==> config.mk <==
export PLATFORM = sky130hd
export DESIGN_NAME = strb_gen_multi
export DESIGN_NICKNAME = d
export VERILOG_FILES = /design/src/rtl/strb_gen_pkg.sv /design/src/rtl/strb_gen_ch.sv /design/src/rtl/strb_gen_multi.sv
export SDC_FILE = /design/constraint.sdc
export NUM_CORES = 1
export LEC_CHECK = 0
export ABC_CLOCK_PERIOD_IN_PS = 4300
export CAP_MARGIN = 30
export CORE_MARGIN = 1.5
export CORE_UTILIZATION = 45
export CTS_CLUSTER_DIAMETER = 80
export CTS_CLUSTER_SIZE = 24
export DETAILED_ROUTE_END_ITERATION = 8
export SYNTH_ARGS = -nofsm -noshare
export SYNTH_HDL_FRONTEND = slang
export SYNTH_SLANG_ARGS = --single-unit
==> constraint.sdc <==
create_clock -name clk_i -period 4.3 [get_ports clk_i]
set_clock_uncertainty 0.1 [all_clocks]
set_input_delay 0.645 -clock clk_i [delete_from_list [all_inputs] [get_ports clk_i]]
set_output_delay 0.645 -clock clk_i [all_outputs]
set_load 0.03 [all_outputs]
==> src/rtl/strb_gen_pkg.sv <==
// Shared types and helpers for the multi-channel strobe generator.
package strb_gen_pkg;

  // Default divisor width used by div_t and eff_div.
  localparam int unsigned DIV_W_DEF = 8;

  // Smallest meaningful divisor; 0 is treated the same as this.
  localparam int unsigned DIV_MIN = 1;

  typedef logic [DIV_W_DEF-1:0] div_t;

  // Effective divisor: max(d, DIV_MIN).
  function automatic div_t eff_div(input div_t d);
    if (d < div_t'(DIV_MIN)) begin
      return div_t'(DIV_MIN);
    end else begin
      return d;
    end
  endfunction

endpackage

==> src/rtl/strb_gen_ch.sv <==
// One strobe channel: counter, active/pending divisor, registered strobe.
// Optional toggle output when STRB_GEN_TOGGLE_OUT_EN is defined.
module strb_gen_ch
  import strb_gen_pkg::*;
#(
  parameter int unsigned DIV_W   = 8,
  parameter int unsigned DIV_RST = 2
) (
  input  logic             clk_i,
  input  logic             arst_i,
  input  logic             en_i,
  input  logic             clr_i,
  input  logic             we_i,
  input  logic [DIV_W-1:0] div_i,
  output logic             pend_o,
  output logic             strb_o
`ifdef STRB_GEN_TOGGLE_OUT_EN
  ,
  output logic             tgl_o
`endif
);

  localparam logic [DIV_W-1:0] DIV_ONE  = {{(DIV_W-1){1'b0}}, 1'b1};
  localparam logic [DIV_W-1:0] DIV_ZERO = {DIV_W{1'b0}};

  logic [DIV_W-1:0] cnt_r;
  logic [DIV_W-1:0] div_act_r;
  logic [DIV_W-1:0] div_pend_r;
  logic             pend_r;
  logic             strb_r;
  logic [DIV_W-1:0] deff_s;
  logic [DIV_W-1:0] last_s;
  logic             wrap_s;
  logic             apply_s;

  if (DIV_W == DIV_W_DEF) begin : g_eff_pkg
    // Effective divisor through the shared helper.
    always_comb deff_s = DIV_W'(eff_div(div_t'(div_act_r)));
  end else begin : g_eff_local
    // Effective divisor for non-default widths.
    always_comb deff_s = (div_act_r == DIV_ZERO) ? DIV_W'(DIV_MIN) : div_act_r;
  end

  // Terminal-count and divisor-apply decisions for this cycle.
  always_comb begin
    last_s  = deff_s - DIV_ONE;
    wrap_s  = 1'b0;
    apply_s = 1'b0;
    // >= rather than == so a counter held above a freshly shrunk divisor
    // wraps on the next enabled cycle instead of running to overflow.
    if (cnt_r >= last_s) begin
      wrap_s = 1'b1;
    end else begin
      wrap_s = 1'b0;
    end
    if (clr_i || !en_i || wrap_s) begin
      apply_s = 1'b1;
    end else begin
      apply_s = 1'b0;
    end
  end

  // Counter and strobe register, clear has priority over enable.
  always_ff @(posedge clk_i or posedge arst_i) begin
    if (arst_i) begin
      cnt_r  <= DIV_ZERO;
      strb_r <= 1'b0;
    end else if (clr_i) begin
      cnt_r  <= DIV_ZERO;
      strb_r <= 1'b0;
    end else if (!en_i) begin
      cnt_r  <= cnt_r;
      strb_r <= 1'b0;
    end else if (wrap_s) begin
      cnt_r  <= DIV_ZERO;
      strb_r <= 1'b1;
    end else begin
      cnt_r  <= cnt_r + DIV_ONE;
      strb_r <= 1'b0;
    end
  end

  // Active/pending divisor: a write landing on an apply edge queues behind
  // the value being applied.
  always_ff @(posedge clk_i or posedge arst_i) begin
    if (arst_i) begin
      div_act_r  <= DIV_W'(DIV_RST);
      div_pend_r <= DIV_ZERO;
      pend_r     <= 1'b0;
    end else begin
      if (apply_s && pend_r) begin
        div_act_r <= div_pend_r;
      end else begin
        div_act_r <= div_act_r;
      end
      if (we_i) begin
        div_pend_r <= div_i;
        pend_r     <= 1'b1;
      end else if (apply_s) begin
        div_pend_r <= div_pend_r;
        pend_r     <= 1'b0;
      end else begin
        div_pend_r <= div_pend_r;
        pend_r     <= pend_r;
      end
    end
  end

`ifdef STRB_GEN_TOGGLE_OUT_EN
  logic tgl_r;

  // Square wave that flips whenever a strobe is being issued.
  always_ff @(posedge clk_i or posedge arst_i) begin
    if (arst_i) begin
      tgl_r <= 1'b0;
    end else if (clr_i) begin
      tgl_r <= 1'b0;
    end else if (en_i && wrap_s) begin
      tgl_r <= ~tgl_r;
    end else begin
      tgl_r <= tgl_r;
    end
  end

  assign tgl_o = tgl_r;
`endif

  assign pend_o = pend_r;
  assign strb_o = strb_r;

endmodule

==> src/rtl/strb_gen_multi.sv <==
// Multi-channel runtime-programmable strobe generator (top level).
// Optional feature macro: STRB_GEN_TOGGLE_OUT_EN adds the tgl_o port.
module strb_gen_multi
  import strb_gen_pkg::*;
#(
  parameter int unsigned CH_NUM  = 2,
  parameter int unsigned DIV_W   = 8,
  parameter int unsigned DIV_RST = 2,
  localparam int unsigned CH_W   = (CH_NUM > 1) ? $clog2(CH_NUM) : 1
) (
  input  logic              clk_i,
  input  logic              arst_i,
  input  logic [CH_NUM-1:0] en_i,
  input  logic [CH_NUM-1:0] clr_i,
  input  logic              div_we_i,
  input  logic [CH_W-1:0]   div_ch_i,
  input  logic [DIV_W-1:0]  div_i,
  output logic [CH_NUM-1:0] div_pend_o,
  output logic [CH_NUM-1:0] strb_o
`ifdef STRB_GEN_TOGGLE_OUT_EN
  ,
  output logic [CH_NUM-1:0] tgl_o
`endif
);

  logic [CH_NUM-1:0] ch_we_s;

  // Decode the shared write port; out-of-range channel numbers match nothing.
  always_comb begin
    ch_we_s = {CH_NUM{1'b0}};
    for (int i = 0; i < int'(CH_NUM); i++) begin
      if (div_we_i && (div_ch_i == CH_W'(i))) begin
        ch_we_s[i] = 1'b1;
      end else begin
        ch_we_s[i] = 1'b0;
      end
    end
  end

  for (genvar g = 0; g < int'(CH_NUM); g++) begin : g_ch
    strb_gen_ch #(
      .DIV_W   (DIV_W),
      .DIV_RST (DIV_RST)
    ) u_ch (
      .clk_i  (clk_i),
      .arst_i (arst_i),
      .en_i   (en_i[g]),
      .clr_i  (clr_i[g]),
      .we_i   (ch_we_s[g]),
      .div_i  (div_i),
      .pend_o (div_pend_o[g]),
      .strb_o (strb_o[g])
`ifdef STRB_GEN_TOGGLE_OUT_EN
      ,
      .tgl_o  (tgl_o[g])
`endif
    );
  end

endmodule
==> metrics.txt <==
Skew-Pair Late Insertion Delay=0.31 ns; Tightest Pin Transition=0.7570 ns; sequential share of power=0.450; Final Routed Wirelength=5411 um; DR vias=2003; DPL Wire Length=between 4000 and 5000 um; vias per cell=5.579; Final Critical Period=just under 4 ns; PwrDens=~460 mW/mm^2; DR DRC count=0; peak supply drop=0.0002396 V; max-cap violations=0; Synth Flop Type=dfrtp_1; Post-DP Area=0.003164 mm^2; max-slew violation count=0; Initial Utilization=0.4627; routed len/inst=15.07 um; Worst Setup End Kind=register; First-pass DRT Iterations=4; area grow syn2layout=12.12%; first-pass GRT wire length=9211 um; post-CTS setup buffers=0; post_cts resized=0; Clock Sink Count=52; CP max FO=12; clock buffer depth=2; Worst Path Buf+Inv=0; data arrival time of the worst path=around 4.1 ns; initial antenna violation count=0; vias in the first global route=1914; YS warnings=0; status=complete, no violations; Final period util=0.9193; htree depth=2; Setup TNS=0 ns; sw power=a little under 500 uW; Int Power=1018 uW; FILL cells=578; max incr delay on CP=approximately 0.55 ns; cts bufs inserted=5; Detailed Route Iter0 Violations=58; die width=83.58 um; FMAX=253.0 MHz; Mapped Nets=300; Cell Rows=29; I/O pin cnt=20; die height=between 80 and 90 um; Post-Layout Inst Area=approximately 0.0033 mm^2; antenna cells=0; GRT overflow=0; routability cong.=0.8112; Seq cells post-synth=52; Final Hold Viols=0; Synth Instances=264; clock power share=0.223; synth unique cells=47; # port buffers=19; register area share after synthesis=0.4463; worst path cell trace=or4_1 > or3_1 > nor2_1 > nor2_1 > ha_1 > xnor2_1 > ha_1 > or4_1 > a21oi_1 > o31a_2 > a21bo_1 > mux2_2; Leak=0.001461 uW; final setup violation count=0; Post-DRT Antenna Nets=0; Die ar.=between 0.006 and 0.007 mm^2; CP required=4.39 ns; Largest delay share family, worst path=simple AND/OR/NAND/NOR gates; layout net count=~320; largest net degree at the start of global routing=43; Post-synth ARST share=1.000; clock-pin slew on the worst setup and hold paths=0.10 ns; CP max-delay cell=or4_1; gr usage total=0.1625; Placeable Area=0.006314 mm^2; Slew Limit Headroom=0.4943; Post-synth EDFFs=0; startpoint types=register; combinational share of power=0.326; sw frac=0.3258; clk root buf=clkbuf_8; CTS tree=built; crit path kind=register to register; Post-Synthesis Cell Area=0.002922 mm^2; worst min-delay path class=register to register; share of cells above drive strength 1=0.1844; RSZ-0062 raised after global routing=no; syn_area_per_cell=between 10 and 15 um^2; CTS Hold Buffers Added=0
## path summary, 6_finish.rpt
check / startpoint / end / slack, ns / cells past startpoint
setup / recovery: g_ch[0].u_ch.div_act_r[2] / g_ch[0].u_ch.div_act_r[4] / 0.35 / 12
hold / removal: g_ch[1].u_ch.div_pend_r[2] / g_ch[1].u_ch.div_act_r[2] / 0.40 / 1
setup reg to reg: g_ch[0].u_ch.div_act_r[2] / g_ch[0].u_ch.div_act_r[4] / 0.35 / 12
hold reg to reg: g_ch[1].u_ch.div_pend_r[2] / g_ch[1].u_ch.div_act_r[2] / 0.40 / 1
max in group asynchronous: arst_i / g_ch[1].u_ch.div_act_r[1] / 3.04 / 3
min in group asynchronous: arst_i / g_ch[1].u_ch.strb_o / 0.48 / 2
## cells in the final DEF, fill, tap and decap left out, drive strengths merged, types with 2 or more instances in the layout
master / instances
nand4b: 2
xor2: 3
o21a: 2
inv: 9
a2111oi: 2
nor4b: 2
clkbuf: 5
clkdlybuf4s50: 19
nand3: 8
a22o: 5
or3: 2
dfstp: 2
nor2b: 3
ha: 20
o21ai: 5
nand2b: 8
o211ai: 3
a21oi: 9
a211oi: 2
o31a: 2
a21o: 3
and3: 6
a31oi: 3
nand3b: 4
and2: 2
nand2: 18
or4: 2
mux2: 33
nor4: 4
mux2i: 4
dfrtp: 50
xnor2: 7
nor2: 21
## synth_stat cells, types with 3 or more instances
cell type  number  area share
dfrtp_1        50        0.43
mux2_2         33        0.13
nor2_1         21       0.027
ha_1           20       0.086
nand2_1        18       0.023
a21oi_1         9       0.015
inv_1           9       0.012
nand3_1         8       0.014
nand2b_1        7       0.015
xnor2_1         7       0.021
and3_1          6       0.013
a22o_1          5       0.015
buf_4           5       0.013
clkbuf_1        4      0.0051
mux2i_1         4       0.014
nand3b_1        4       0.010
nor4_1          4      0.0086
o21ai_0         4      0.0069
a21o_1          3      0.0077
a31oi_1         3      0.0064
nor2b_1         3      0.0064
xor2_1          3      0.0090
## logic make-up (layout without fill, tap and decap cells)
logic type      Yosys count  after routing  share of synthesized area
flops                    52             52                     0.4463
compound gates           42             42                     0.1126
mux                      37             37                     0.1409
xor+xnor                 10             10                    0.02998
fa+ha+maj                20             20                    0.08565
simple gates             84             84                     0.1512
buf+inv                  19             37                    0.03340
## layer usage
metal | track usage | share of wire | routed length [um]
met1 | 0.2388 | 0.53 | 2868
met2 | 0.2427 | 0.43 | 2327
met3 | 0.02770 | 0.028 | 154
met4 | 0.05663 | 0.011 | 61
met5 | 0 | 0 | 0
## final cells by class
| class | instances | area (um^2) | share of cell area |
|---|---|---|---|
| clock buffers | 5 | 68.82 | 0.02101 |
| clock inverters | 3 | 42.54 | 0.01299 |
| inverters | 9 | 33.78 | 0.01031 |
| multi-input cells | 193 | 1520 | 0.4641 |
| flip-flops and latches | 52 | 1304 | 0.3980 |
| well taps | 77 | 96.34 | 0.02941 |
| repair buffers | 20 | 210.2 | 0.06417 |
## metrics by stage
| stage | instances | power [uW] | setup WS (ns) | hold WS (ns) | util |
|---|---|---|---|---|---|
| after global routing | 359 | 1623 | 0.09510 | 0.4298 | 0.5188 |
| after detailed placement | 351 | 1181 | 0.3753 | 0.3882 | 0.5012 |
| after global placement | 350 | 1170 | 0.4421 | 0.3872 | 0.4980 |
| final | 359 | 1510 | 0.3469 | 0.4046 | 0.5188 |
| after CTS | 359 | 1527 | 0.3453 | 0.4104 | 0.5188 |
| after floorplan | 264 | 1064 | 0.8041 | 0.3678 | - |
## registers in the layout, summed over array words and instances (netlist names)
name / cells
g_ch.u_ch.cnt_r: 16
g_ch.u_ch.div_pend_r: 16
g_ch.u_ch.div_act_r: 16
g_ch.u_ch.strb_o: 2
g_ch.u_ch.pend_o: 2
## power groups by stage
stage	clock network, uW	logic, uW	registers [uW]
2_1_floorplan	0	404	660
3_3_place_gp	0	481	689
3_5_place_dp	0	491	690
4_1_cts	349	498	680
5_1_grt	364	563	697
6_report	337	493	680
Note: power is estimated with default switching activity, not from simulation.
==> RTL change, RTL diff (same flow settings) <==
`DIV_W_DEF`: 8 -> 10.
--- a/src/rtl/strb_gen_pkg.sv
+++ b/src/rtl/strb_gen_pkg.sv
@@ -2,7 +2,7 @@
 package strb_gen_pkg;
 
   // Default divisor width used by div_t and eff_div.
-  localparam int unsigned DIV_W_DEF = 8;
+  localparam int unsigned DIV_W_DEF = 10;
 
   // Smallest meaningful divisor; 0 is treated the same as this.
   localparam int unsigned DIV_MIN = 1;
Check against the original RTL: equivalent (equiv_simple and equiv_induct, registers matched by name and starting in step).
==> RTL change against the unedited design <==
Critical path depth up 1; sequential power about the same; total power down 1.6%; final cell count up 0.56%; non-clock buffer count up 2; global-route usage up 0.94 points; first-iteration DRC count up 59%; clock power down 15%; final area up 0.31%; worst setup slack better by 0.21 ns; sequential cell count unchanged; sequential share of layout area down 0.12 points; synthesized area up 1.4%; routed wire length up 1.8%; critical path type unchanged.
==> RTL change: results (changes against the unedited design) <==
| Metric | Value |
|---|---|
| Mux contribution to synthesized area | `13.2% (was 14.1%)` |
| Syn Nets | `302 (was 300)` |
| Via count | `2,060 (was 2,003)` |
| Most frequent cells after synthesis | `dfrtp_1 (50), mux2_2 (33), ha_1 (20), nand2_1 (13), nand2b_1 (13) (was dfrtp_1 (50), mux2_2 (33), nor2_1 (21), ha_1 (20), nand2_1 (18))` |
| Post-Synth XOR/XNOR Area | `2.96% (was 3.00%)` |
| First-pass GRT wire length | `9.88 mm (was 9.21 mm)` |
| Place WS | `0.539 ns (was 0.375 ns)` |
| Fin nets | `319 (was 317)` |
| DR iter-0 viols | `92 (was 58)` |
| Detailed Route WL | `5.51 mm (was 5.41 mm)` |
| Top post-synthesis cells by area | `dfrtp_1 (42%), mux2_2 (13%), ha_1 (8.4%) (was dfrtp_1 (43%), mux2_2 (13%), ha_1 (8.6%))` |
| Largest net degree at the start of global routing | `36 (was 43)` |
| Slew margin rel. | `50.8% (was 49.4%)` |
| FILL cells | `566 (was 578)` |
| Slowest stage delay, CP | `0.64 ns (was 0.55 ns)` |
| Critical Path AT | `3.84 ns (was 4.05 ns)` |
| Leak | `1.39 nW (was 1.46 nW)` |
| Critical path peak fanout | `11 (was 12)` |
| Distinct cells, synth | `45 (was 47)` |
| Critical Path Slowest Stage Cell | `o31ai_2 (was or4_1)` |
| Compound-Gate Fraction of Synth Area | `14.2% (was 11.3%)` |
| Status | `finished, final reports clean (unchanged)` |
| Share of post-route cells with drive strength above 1 | `20.1% (was 18.4%)` |
| Adder-cell share of the synthesized area | `8.45% (was 8.57%)` |
| Gp weighted congestion | `0.775 (was 0.811)` |
| Global Route Usage Sum | `17.2% (was 16.3%)` |
-- RTL change: changes by cell type after synthesis, moves of 4 or more --
cell,unedited run,this run
o2111ai_1,0,11
nand3b_1,4,0
nand2b_1,7,13
nand2_1,18,13
a22o_1,5,0
nor2_1,21,12
-- RTL change: stage by stage --
step	area [um2]	cells	hold slack, ns
after floorplan	2960	266	0.374
after global placement	3190	353	0.384
after detailed placement	3190	353	0.391
after CTS	3290	361	0.416
after global routing	3290	361	0.435
final	3290	361	0.410
-- RTL change: where the power goes --
part / switching, mW / total, mW / leakage (nW) / internal [mW]
logic: 0.258 / 0.518 / 0.696 / 0.260
registers: 0.0950 / 0.681 / 0.648 / 0.586
clock network: 0.169 / 0.286 / 0.0485 / 0.117
total: 0.522 / 1.49 / 1.39 / 0.964
-- RTL change: layout make-up --
class | count | area (um2) | share of cell area (%)
multi-input cells | 191 | 1540 | 46.9
flip-flops and latches | 52 | 1300 | 39.7
repair buffers | 22 | 213 | 6.47
well taps | 77 | 96.3 | 2.93
clock buffers | 5 | 68.8 | 2.09
inverters | 11 | 41.3 | 1.26
clock inverters | 3 | 22.5 | 0.685
-- RTL change: worst paths after layout --
check | to | slack [ns] | depth (start not counted)
max | g_ch[1].u_ch.div_act_r[5] | 0.55 | 13
min | g_ch[1].u_ch.div_pend_r[6] | 0.41 | 1
max reg2reg | g_ch[1].u_ch.div_act_r[5] | 0.55 | 13
min reg2reg | g_ch[1].u_ch.div_pend_r[6] | 0.41 | 1
max in group asynchronous | g_ch[1].u_ch.div_act_r[1] | 2.63 | 3
min in group asynchronous | g_ch[0].u_ch.cnt_r[4] | 0.68 | 2
-- RTL change: metal layers --
metal	wire length (um)	track usage (%)
met5	0	0
met4	29	3.58
met3	179	3.56
met2	2520	28.0
met1	2780	23.9
